**config.mk**
```make
export PLATFORM = sky130hd
export DESIGN_NAME = instr_fetch_unit
export DESIGN_NICKNAME = d
export VERILOG_FILES = /design/src/rtl/mp_pkg.sv /design/src/rtl/fetch_queue.sv /design/src/rtl/instr_fetch_unit.sv
export SDC_FILE = /design/constraint.sdc
export NUM_CORES = 1
export LEC_CHECK = 0
export CORE_UTILIZATION = 55
export DETAILED_ROUTE_END_ITERATION = 12
export DONT_BUFFER_PORTS = 1
export GPL_TIMING_DRIVEN = 1
export PLACE_DENSITY = 0.7
export SETUP_SLACK_MARGIN = 0.4
export SYNTH_ARGS = -nofsm -noshare
export SYNTH_HDL_FRONTEND = slang
export SYNTH_HIERARCHICAL = 1
export SYNTH_SLANG_ARGS = --single-unit
```
**constraint.sdc**
```tcl
create_clock -name clock -period 3.58 [get_ports clock]
set_input_delay 0.716 -clock clock [delete_from_list [all_inputs] [get_ports clock]]
set_output_delay 0.716 -clock clock [all_outputs]
set_load 0.05 [all_outputs]
```
**src/rtl/mp_pkg.sv**
```systemverilog
// Shared MicroProcessor types: address/data widths, reset PC and the fetch-entry record.
// Reused by the fetch, decode and register-read stages.
package mp_pkg;

    localparam int ADDR_W = 16;
    localparam int DATA_W = 16;
    localparam logic [ADDR_W-1:0] RESET_PC = 16'h0000;

    typedef struct packed {
        logic [ADDR_W-1:0] pc;
        logic [DATA_W-1:0] inst;
    } fetch_entry_t;

endpackage

```
**src/rtl/fetch_queue.sv**
```systemverilog
// Synchronous FIFO of fetch entries; push and pop take effect at the next edge, head is read from storage.
// Caller must never push into a full queue without a same-cycle pop; flush empties it in one cycle.
module fetch_queue #(
    parameter int  DEPTH   = 4,
    parameter type entry_t = logic [31:0],
    localparam int PW      = $clog2(DEPTH),
    localparam int CW      = $clog2(DEPTH + 1)
) (
    input  logic          clock,
    input  logic          clr,
    input  logic          push,
    input  entry_t        push_data,
    input  logic          pop,
    input  logic          flush,
    output logic [CW-1:0] count,
    output entry_t        head
);

    entry_t          mem [DEPTH];
    logic [PW-1:0]   rd_ptr;
    logic [PW-1:0]   wr_ptr;

    always_ff @(posedge clock) begin
        if (!clr) begin
            rd_ptr <= '0;
            wr_ptr <= '0;
            count  <= '0;
            for (int i = 0; i < DEPTH; i++) begin
                mem[i] <= '0;
            end
        end else if (flush) begin
            rd_ptr <= '0;
            wr_ptr <= '0;
            count  <= '0;
        end else begin
            if (push) begin
                mem[wr_ptr] <= push_data;
                wr_ptr      <= wr_ptr + PW'(1);
            end
            if (pop) begin
                rd_ptr <= rd_ptr + PW'(1);
            end
            count <= count + CW'(push) - CW'(pop);
        end
    end

    assign head = mem[rd_ptr];

endmodule

```
**src/rtl/instr_fetch_unit.sv**
```systemverilog
// Fetch stage: owns the PC, issues one imem read per cycle, buffers responses for decode; 2-cycle first latency.
// Issue stalls once buffered + in-flight reaches DEPTH; redirects flush and restart with a 2-bubble penalty.
module instr_fetch_unit #(
    parameter int                          DEPTH    = 4,
    parameter logic [mp_pkg::ADDR_W-1:0]   RESET_PC = mp_pkg::RESET_PC
) (
    input  logic                        clock,
    input  logic                        clr,
    output logic                        imem_req,
    output logic [mp_pkg::ADDR_W-1:0]   imem_addr,
    input  logic [mp_pkg::DATA_W-1:0]   imem_rdata,
    input  logic                        redirect_valid,
    input  logic [mp_pkg::ADDR_W-1:0]   redirect_pc,
    output logic                        out_valid,
    input  logic                        out_ready,
    output logic [mp_pkg::DATA_W-1:0]   inst,
    output logic [mp_pkg::ADDR_W-1:0]   PC
);

    import mp_pkg::*;

    localparam int CW = $clog2(DEPTH + 1);

    logic [ADDR_W-1:0] fetch_pc;
    logic [ADDR_W-1:0] req_pc;
    logic              inflight;
    logic [CW-1:0]     count;
    logic [CW:0]       occupancy;
    logic              push;
    logic              pop;
    fetch_entry_t      push_data;
    fetch_entry_t      head;

    // A pop in the same cycle does not free a slot for issue; keeps the check off the ready path.
    assign occupancy = {1'b0, count} + {{CW{1'b0}}, inflight};
    assign imem_req  = clr & ~redirect_valid & (occupancy < (CW + 1)'(DEPTH));
    assign imem_addr = fetch_pc;

    assign push      = inflight & ~redirect_valid;
    assign pop       = out_valid & out_ready;
    assign push_data = '{pc: req_pc, inst: imem_rdata};

    always_ff @(posedge clock) begin
        if (!clr) begin
            fetch_pc <= RESET_PC;
            inflight <= 1'b0;
            req_pc   <= '0;
        end else begin
            inflight <= imem_req;
            if (redirect_valid) begin
                fetch_pc <= redirect_pc;
            end else if (imem_req) begin
                fetch_pc <= fetch_pc + ADDR_W'(1);
                req_pc   <= fetch_pc;
            end
        end
    end

    fetch_queue #(
        .DEPTH   (DEPTH),
        .entry_t (fetch_entry_t)
    ) u_queue (
        .clock     (clock),
        .clr       (clr),
        .push      (push),
        .push_data (push_data),
        .pop       (pop),
        .flush     (redirect_valid),
        .count     (count),
        .head      (head)
    );

    assign out_valid = (count != '0);
    assign inst      = head.inst;
    assign PC        = head.pc;

endmodule
```
==> results of run 1 <==
## logic make-up (layout without fill, tap and decap cells)
logic type / Yosys count / after routing / synth area share [%]
xor gates and xnor gates: 4 / 4 / 0.651
and+or+nand+nor: 280 / 280 / 18.9
muxes: 34 / 34 / 9.91
adders and majority gates: 4 / 4 / 0.768
AOI/OAI and AO/OA: 43 / 43 / 3.65
buffers and inverters: 50 / 54 / 3.62
DFF: 170 / 170 / 62.5
## placed cells by master (no fill, tap or decap), types with 2 or more instances in the layout
cell type	count
ha_1	3
clkbuf_1	7
nand4bb_1	2
mux2_2	2
o21ai_0	8
and3_1	3
edfxtp_1	128
nand4_1	4
a21oi_1	15
xnor2_1	2
clkinvlp_4	3
nor2b_1	2
a22oi_1	2
a21bo_2	2
clkinv_2	2
nand3_1	23
inv_1	9
bufinv_16	2
a221oi_1	2
a2bb2oi_1	2
nor2_2	9
o21a_1	3
nand3b_1	4
mux4_2	32
nor2_1	119
a31oi_1	5
clkbuf_16	17
dfxtp_1	41
nor2_4	21
nand2_1	73
nand2b_1	5
buf_4	11
## stage by stage
stage	power, mW	util (%)	hold slack [ns]	instances
detailed placement	2.59	57.1	0.447	733
CTS	4.30	61.2	0.402	765
global placement	2.58	57.1	0.449	733
global route	4.40	61.2	0.416	765
floorplan	2.55	-	0.434	585
finish	4.27	61.2	0.420	765
## state kept, by name, indices dropped and copies added, names as in the netlist, named ones only
signal / count
inflight: 1
u_queue/count: 3
req_pc: 16
u_queue/rd_ptr: 2
u_queue/mem: 128
imem_addr: 16
u_queue/wr_ptr: 2
## worst max path at each step
stage | from | end | slack, ns | cells past startpoint
floorplan | redirect_valid | u_queue/mem[2][0] | 0.52 | 8
global placement | redirect_valid | u_queue/mem[0][6] | 0.90 | 4
detailed placement | redirect_valid | u_queue/mem[0][15] | 0.83 | 4
CTS | flop | PC[5] | 0.75 | 2
global route | flop | PC[5] | 0.66 | 2
finish | flop | PC[5] | 0.80 | 2
## routing by layer
| layer | track usage (%) | part of all wire (%) | vias to the layer above |
|---|---|---|---|
| met5 | 0 | 0 | - |
| met4 | 7.99 | 1.9 | 0 |
| met3 | 5.21 | 6.5 | 19 |
| met2 | 36.9 | 50 | 173 |
| met1 | 29.3 | 42 | 2215 |
| li1 | - | - | 2081 |
## area by class of cell
class | count | area [um2]
clock buffers | 24 | 452
clock inverters | 8 | 96.3
fillers | 1052 | 5150
inverters | 10 | 37.5
multi-input cells | 365 | 2550
flip-flops and latches | 170 | 4690
well taps | 176 | 220
repair buffers | 12 | 103
## power by group through the flow
stage / logic [mW] / clock network (mW) / registers, mW
detailed placement: 0.277 / 0 / 2.31
global placement: 0.273 / 0 / 2.31
CTS: 0.278 / 1.75 / 2.27
floorplan: 0.249 / 0 / 2.30
finish: 0.276 / 1.72 / 2.27
global route: 0.295 / 1.82 / 2.28
## worst max-delay path, delay by kind of cell, from the launching register on
family,cells,cell delay (ns)
buffers and inverters,1,0.35
muxes,1,0.72
DFF,1,0.57
==> impl_results.md, run 1 <==
* Status: finished clean
* Top_reg_cell synth: edfxtp_1
* CP max stage delay at around 0.72 ns
* Worst hold path class: input pin to flop
* Vias in the first global route at around 4600
* Sw Ratio at 23.0%
* Skew final at 0.00422 ns
* Pwr dens at between 500 and 600 nW/um2
* N_diodes at 0
* Mapped Avg Cell Area at 12.8 um2
* Critical path class: flop to output pin
* Min Clock Period, post-route at between 2 and 3 ns
* Setup TNS Final at 0 ns
* Slew @ Worst Pin at slightly above 0.8 ns
* Peak supply drop at 0.000313 V
* Slew Viols, Final at 0
* Hold Vio Cnt, Final at 0
* P_leak at 2.73 nW
* Yosys warning count at 6
* CTS clock-pin slew for the worst setup and hold paths at 0.06 ns
* Final ANT Viol Nets at 0
* Root buf cell: clkbuf_16
* Startpoint Class: flop
* Critical path fanouts, max at 12
* #FFs+latches synth at 170
* Remaining Overflow, GRT at 0
* CTS Buf Count at 17
* Synth area leaders: edfxtp_1 (51%), dfxtp_1 (11%), mux4_2 (9.6%)
* CTS Hold Bufs at 0
* RSZ-0062 raised after global routing: no
* Slew HR at roughly 46%
* Vias per inst at a little under 6
* Top-count cell post-synth: edfxtp_1
* Setup ws final at 0.803 ns
* Hold Crit Depth at 1
* Sequential share of power at a little over half
* Psw at approximately 0.98 mW
* Post-synth EDFFs at between 100 and 150
* Vias at 4488
* Pre-CTS setup slack at 0.827 ns
* Routed wire length at about 15000 um
* CP max stage cell: mux4_2
* Cts repair resizes at 0
* DRC viols at 0
* Synth Net Count at 625
* Standard-cell rows at 42
* Achievable Freq at 360 MHz
* Worst setup EP type: output pin
* Drt pass-1 iters at 5
* FF-to-FF End: u_queue/count[2]
* I/O pin total at between 80 and 90
* # setup viols final at 0
* Gate power share at about 6.5%
* Seq/Total Area, Yosys at a little over three fifths
* Die H at between 100 and 150 um
* Post-synth top area cell: edfxtp_1
* RR Startpoint: u_queue/count[1]
* Number of port buffers at 0
* Wire length of the first global-routing pass at approximately 24000 um
* Synth Instances at about 600
* Area grow syn2layout at 8.56%
* Fin area at between 8000 and 9000 um2
* Worst EP arrival at slightly above 2 ns
* MaxCap Viol Count at 0
* Gr usage total at ~22%
* CTS tree: done
* Layout cell share with drive strength beyond 1 at approximately a fifth
* Post-DP Area at roughly 7600 um2
* Initial DRC count at a little under 400
* Clock power frac at around two fifths
* Library cells used by synthesis at 57
* Max Buffers Root-to-Sink at 2
* Async SR Flop Fraction at 0%
* Worst Path Required at approximately 2.9 ns
* Top cell type's share of synthesized area at about 51%
* Total Nets Final at between 600 and 700
* Die area at 14100 um2
* Clk sinks at 170
* Final worst path period share at between 70 and 80%
* DR WL/cell at just under 20 um
* Die span in x at 119 um
* Largest net degree at the start of global routing at 58
* Antenna violations before repair at 0
* Most common library cells after synthesis: edfxtp_1 (128), nor2_1 (119), nand2_1 (73), dfxtp_1 (42), mux4_2 (32)
* CTS H-tree lvls at 4
* Worst skew pair latency at about 0.42 ns
* RePlAce Congestion at between 0.7 and 0.8
* Setup bufs post-CTS at 0
* R2R cell count at 9
* Synthesized area at ~7500 um2
* R2R setup slack at 1.05 ns
* CORE AREA at 13300 um2
* HPWL Detailed at 9160 um
* Initial Util at a little under three fifths
* Int Power at 3.28 mW
* Min-Delay Startpoint: clr
* Cell Chain, Critical Path: buf_4, mux4_2
* Worst hold endpoint: imem_addr[5]
Power figures use the tool's default switching activity.
==> inputs of run 2 (changes only) <==
- clock period: 3.58 -> 2.7 ns (I/O delays scaled with it)
==> impl_results.md, run 2 (synthesis results as in run 1) <==
* Drt pass-1 iters at 5 (unchanged)
* Met3 WL at 906 um (was 971 um)
* Initial Util at 56.4% (unchanged)
* Max Buffers Root-to-Sink at 2 (unchanged)
* Biggest register: u_queue/mem (unchanged)
* Int Power at 4.45 mW (was 3.28 mW)
* Total Nets Final at 634 (was 616)
* Worst setup EP type: output pin (unchanged)
* CTS clock-pin slew for the worst setup and hold paths at 0.06 ns (about the same)
* Setup ws final at 0.438 ns (was 0.803 ns)
* FF-to-FF End: u_queue/count[2] (unchanged)
* Hold Vio Cnt, Final at 0 (unchanged)
* Worst hold path class: input pin to flop (unchanged)
* Wire length of the first global-routing pass at 25000 um (was 23800 um)
* CTS Hold Bufs at 0 (unchanged)
* MaxCap Viol Count at 0 (unchanged)
* Die area at 14100 um2 (unchanged)
* Skew final at 0.00724 ns (was 0.00422 ns)
* Pwr dens at 688 nW/um2 (was 524 nW/um2)
* Achievable Freq at 442 MHz
* Vias per inst at 5.85 (was 5.87)
* Critical Path End: inst[6] (was PC[5])
* DR WL/cell at 20.0 um (was 19.4 um)
* DR WL met2 at 7950 um (was 7400 um)
* Final Hold Slack at 0.246 ns (was 0.420 ns)
* Die H at 119 um (unchanged)
* RSZ-0062 raised after global routing: yes (was no)
* WL met1 at 6550 um (was 6210 um)
* Min Clock Period, post-route at 2.26 ns
* Top sig layer: met4 (unchanged)
* Pre-CTS setup slack at 0.311 ns (was 0.827 ns)
* N_diodes at 0 (unchanged)
* Slew Viols, Final at 0 (unchanged)
* Slew @ Worst Pin at 0.675 ns (was 0.816 ns)
* Critical path fanouts, max at 13 (was 12)
* Cell Chain, Critical Path: buf_12, mux4_2 (was buf_4, mux4_2)
* CTS tree: done (unchanged)
* Die span in x at 119 um (unchanged)
* CTS H-tree lvls at 4 (unchanged)
* Remaining Overflow, GRT at 0 (unchanged)
* R2R cell count at 9 (unchanged)
* Area grow syn2layout at 12.0% (was 8.56%)
* Sw Ratio at 22.9% (was 23.0%)
* Gr usage total at 23.8% (was 22.4%)
* Setup TNS Final at 0 ns (unchanged)
* Post-DP Area at 7760 um2 (was 7590 um2)
* Vias at 4573 (was 4488)
* Most common cell after layout, fill and taps aside: edfxtp_1 (unchanged)
* Most frequent cells in the layout: edfxtp_1 (128), nor2_1 (119), nand2_1 (70) (was edfxtp_1 (128), nor2_1 (119), nand2_1 (73))
* Clock power frac at 40.9% (was 40.2%)
* Startpoint Class: flop (unchanged)
* CP max stage delay at 0.69 ns (was 0.72 ns)
* Finished Layout Cells at 782 (was 765)
* Number of port buffers at 0 (unchanged)
* Critical path depth at 2 (unchanged)
* R2R setup slack at 0.44 ns (was 1.05 ns)
* Final ANT Viol Nets at 0 (unchanged)
* Slew HR at 55.0% (was 45.6%)
* Psw at 1.32 mW (was 0.981 mW)
* Standard-cell rows at 42 (unchanged)
* Placed insts at 744 (was 733)
* Critical path class: flop to output pin (unchanged)
* CP delay by family, top: multiplexers (unchanged)
* I/O pin total at 86 (unchanged)
* Fin area at 8400 um2 (was 8140 um2)
* Gate power share at 7.8% (was 6.5%)
* DRC viols at 0 (unchanged)
* Final worst path period share at a little over four fifths
* CORE AREA at 13300 um2 (unchanged)
* CP Buf/Inv Count at 1 (unchanged)
* Layout cell share with drive strength beyond 1 at 23.4% (was 18.8%)
* CTS Buf Count at 17 (unchanged)
* Vias in the first global route at 4717 (was 4606)
* # setup viols final at 0 (unchanged)
* CP max stage cell: mux4_2 (unchanged)
* Peak supply drop at 0.000382 V (was 0.000313 V)
* P_leak at 2.87 nW (was 2.73 nW)
* Root buf cell: clkbuf_16 (unchanged)
* Largest net degree at the start of global routing at 58 (unchanged)
* Worst EP arrival at 1.72 ns (was 2.06 ns)
* Initial DRC count at 346 (was 396)
* Largest register FFs at 128 (unchanged)
* Clk sinks at 170 (unchanged)
* RR Startpoint: u_queue/count[2] (was u_queue/count[1])
* Worst Path Required at 2.16 ns (was 2.86 ns)
* RePlAce Congestion at 0.814 (was 0.788)
* Worst skew pair latency at 0.42 ns (about the same)
* Routed wire length at 15600 um (was 14900 um)
* Sequential share of power at 51.3% (was 53.3%)
* HPWL Detailed at 9280 um (was 9160 um)
* Status: finished clean (unchanged)
* Antenna violations before repair at 0 (unchanged)
-- run 2: changes by cell type in the layout (fill, tap and decap cells not counted), moves of 2 or more --
cell,change
buf_4,+14
clkbuf_1,-4
buf_12,+3
dfxtp_1,-3
nand2_1,-3
clkinv_1,+2
clkinv_2,+2
clkinvlp_4,-2
dfxtp_2,+2
nand2_4,+2
nand4bb_1,-2
nand4bb_2,+2
-- run 2: metrics by stage --
stage	power, mW	util [%]
floorplan	3.39	-
global placement	3.45	58.4
detailed placement	3.47	58.4
CTS	5.81	62.8
global route	5.96	63.2
finish	5.78	63.2
-- run 2: routing by layer --
| metal | vias up | track usage, % |
|---|---|---|
| met5 | - | 0 |
| met4 | 0 | 8.78 |
| met1 | 2278 | 30.6 |
| li1 | 2117 | - |
| met2 | 159 | 39.4 |
| met3 | 19 | 5.60 |
-- run 2: how the worst min path moves through the flow --
stage	endpoint	depth (start not counted)	slack (ns)	startpoint
6_report	imem_addr[8]	1	0.25	clr
5_1_grt	imem_addr[8]	1	0.22	clr
4_1_cts	imem_addr[8]	1	0.22	clr
3_5_place_dp	req_pc[3]	2	0.45	req_pc[3]
3_3_place_gp	req_pc[1]	2	0.45	req_pc[1]
2_1_floorplan	req_pc[10]	2	0.43	req_pc[10]
-- run 2: area by class of cell --
type | count | area (um2)
multi-input cells | 365 | 2600
clock inverters | 11 | 129
repair buffers | 30 | 279
flip-flops and latches | 170 | 4690
inverters | 10 | 40.0
well taps | 176 | 220
clock buffers | 20 | 437
fillers | 1008 | 4900
-- run 2: power by group through the flow --
stage	clock (mW)	combinational (mW)	sequential, mW
floorplan	0	0.339	3.05
global placement	0	0.440	3.01
detailed placement	0	0.447	3.02
CTS	2.40	0.452	2.96
global route	2.51	0.481	2.97
finish	2.36	0.452	2.96
-- run 2: what timing repair did --
action	in CTS	in global routing
gates cloned	0	0
setup buffers	3	4
endpoints found under the setup margin	35	32
pin swaps	2	2
gates resized for setup	3	5
==> inputs of run 3 (changes only) <==
- clock period: 2.7 -> 2.15 ns (I/O delays scaled with it)
==> impl_results.md, run 3 (synthesis results as in run 1) <==
* Vias in the first global route at 4963 (was 4717)
* Routed wire length at 16500 um (was 15600 um)
* Clk sinks at 170 (unchanged)
* Wire length of the first global-routing pass at 25800 um (was 25000 um)
* Final worst path period share at 103%
* Post-DP Area at 8420 um2 (was 7760 um2)
* Peak supply drop at 0.000505 V (was 0.000382 V)
* HPWL Detailed at 9120 um (was 9280 um)
* Antenna violations before repair at 0 (unchanged)
* Hold Vio Cnt, Final at 0 (unchanged)
* Drt pass-1 iters at 5 (unchanged)
* CTS H-tree lvls at 4 (unchanged)
* Die area at 14100 um2 (unchanged)
* CP max stage cell: mux4_2 (unchanged)
* Pwr dens at 823 nW/um2 (was 688 nW/um2)
* Cell mode on critical path: buf_12
* Startpoint Class: flop (unchanged)
* P_leak at 3.30 nW (was 2.87 nW)
* Worst EP arrival at 1.77 ns (was 1.72 ns)
* RSZ-0062 raised after global routing: yes (unchanged)
* MaxCap Viol Count at 0 (unchanged)
* Critical path class: flop to output pin (unchanged)
* Fill cell count at 861 (was 1008)
* CP Buf/Inv Count at 3 (was 1)
* Worst Path Required at 1.72 ns (was 2.16 ns)
* RePlAce Congestion at 0.858 (was 0.814)
* Worst skew pair latency at 0.42 ns (about the same)
* Slew HR at 56.9% (was 55.0%)
* Vias at 4788 (was 4573)
* Number of port buffers at 0 (unchanged)
* Die H at 119 um (unchanged)
* CTS clock-pin slew for the worst setup and hold paths at 0.06 ns (about the same)
* Most frequent cells in the layout: edfxtp_1 (128), nor2_1 (117), nand2_1 (70) (was edfxtp_1 (128), nor2_1 (119), nand2_1 (70))
* Remaining Overflow, GRT at 0 (unchanged)
* Min Clock Period, post-route at approximately 2.2 ns
* Initial DRC count at 404 (was 346)
* CP delay by family, top: multiplexers (unchanged)
* Slew @ Worst Pin at 0.645 ns (was 0.675 ns)
* Most common cell after layout, fill and taps aside: edfxtp_1 (unchanged)
* Slew Viols, Final at 0 (unchanged)
* Critical path fanouts, max at 5 (was 13)
* Initial Util at 56.4% (unchanged)
* DR WL/cell at 20.0 um (about the same)
* CTS Buf Count at 17 (unchanged)
* Vias per inst at 5.80 (was 5.85)
* Final ANT Viol Nets at 0 (unchanged)
* Biggest register: u_queue/mem (unchanged)
* CTS tree: done (unchanged)
* Largest register FFs at 128 (unchanged)
* Worst setup EP type: output pin (unchanged)
* Fin area at 9440 um2 (was 8400 um2)
* Root buf cell: clkbuf_16 (unchanged)
* Gr usage total at 24.6% (was 23.8%)
* CP max stage delay at 0.53 ns (was 0.69 ns)
* CORE AREA at 13300 um2 (unchanged)
* Pre-CTS setup slack at 0.0684 ns (was 0.311 ns)
* Achievable Freq at between 400 and 500 MHz
* N_diodes at 0 (unchanged)
* # setup viols final at 23 (was 0)
* Area grow syn2layout at 25.8% (was 12.0%)
* Cell Chain, Critical Path: buf_12, buf_16, mux4_2, buf_12 (was buf_12, mux4_2)
* Violated checks: negative setup slack
* I/O pin total at 86 (unchanged)
* Standard-cell rows at 42 (unchanged)
* Status: finished with violations (was finished clean)
* Max Buffers Root-to-Sink at 2 (unchanged)
* DRC viols at 0 (unchanged)
* Largest net degree at the start of global routing at 58 (unchanged)
* CTS Hold Bufs at 0 (unchanged)
* Setup ws final at -0.0544 ns (was 0.438 ns)
* Layout cell share with drive strength beyond 1 at 31.0% (was 23.4%)
* Total Nets Final at 676 (was 634)
* Skew final at 0.00669 ns (was 0.00724 ns)
* Worst hold path class: input pin to flop (unchanged)
* Die span in x at 119 um (unchanged)
[run 3: cell types whose count changed in the layout (fill, tap and decap cells not counted), sizes merged]
cell      delta
nand2        +1
bufinv       +2
clkinvlp     +1
clkbuf       -1
bufbuf       +2
buf         +39
clkinv       -1
[run 3: metal layers]
| layer | part of all wire (%) | routed length, um | GRT usage (%) | vias up |
|---|---|---|---|---|
| met5 | 0 | 0 | 0 | - |
| met4 | 1.7 | 276 | 9.49 | 0 |
| met3 | 7.1 | 1170 | 6.81 | 29 |
| met2 | 52 | 8610 | 41.6 | 205 |
| met1 | 39 | 6420 | 30.0 | 2356 |
| li1 | - | - | - | 2198 |
[run 3: path summary, 6_finish.rpt]
check                    from                to  slack (ns)  cells past startpoint
max                      flop            PC[11]       -0.05                      4
min                       clr      imem_addr[5]        0.12                      1
max reg2reg  u_queue/count[0]  u_queue/count[2]        0.15                      9
min reg2reg         req_pc[8]         req_pc[8]        0.46                      2
[run 3: cell type report]
| cell class | instances | area [um2] | area share, % |
|---|---|---|---|
| clock buffer | 19 | 433 | 4.59 |
| clock inverter | 13 | 200 | 2.12 |
| inverter | 10 | 47.5 | 0.504 |
| multi-input combinational | 366 | 2690 | 28.5 |
| sequential | 170 | 4710 | 49.9 |
| tap | 176 | 220 | 2.33 |
| timing repair buffer | 71 | 1140 | 12.1 |
[run 3: stage by stage]
| step | total power, mW | instances | setup TNS [ns] | hold slack [ns] | util, % |
|---|---|---|---|---|---|
| 4_1_cts | 7.77 | 820 | -1.20 | 0.107 | 70.1 |
| 2_1_floorplan | 4.26 | 585 | -1.86 | 0.434 | - |
| 6_report | 7.76 | 825 | -0.596 | 0.121 | 71.0 |
| 3_5_place_dp | 4.50 | 777 | 0 | 0.449 | 63.4 |
| 5_1_grt | 7.97 | 825 | -2.19 | 0.102 | 71.0 |
| 3_3_place_gp | 4.48 | 777 | 0 | 0.450 | 63.4 |
[run 3: worst reg2reg max path, cell delays in order, from the launching register on]
cell and delay, ns:
dfxtp_2 0.32, or3_4 0.39, and2_4 0.18, ha_4 0.22, inv_4 0.05, ha_4 0.12
inv_2 0.03, fa_2 0.32, xnor3_1 0.20, nor2_1 0.04
[run 3: report_power, final]
group | internal, mW | switching, mW | total (mW)
Combinational | 0.321 | 0.448 | 0.769
Sequential | 3.64 | 0.0853 | 3.73
Clock | 2.05 | 1.22 | 3.27
Total | 6.02 | 1.75 | 7.76
[run 3: repair_timing]
action | CTS | global route
gates resized for setup | 23 | 20
pin swaps | 5 | 4
setup endpoints to repair | 71 | 131
setup buffers | 7 | 4
gates cloned | 4 | 1
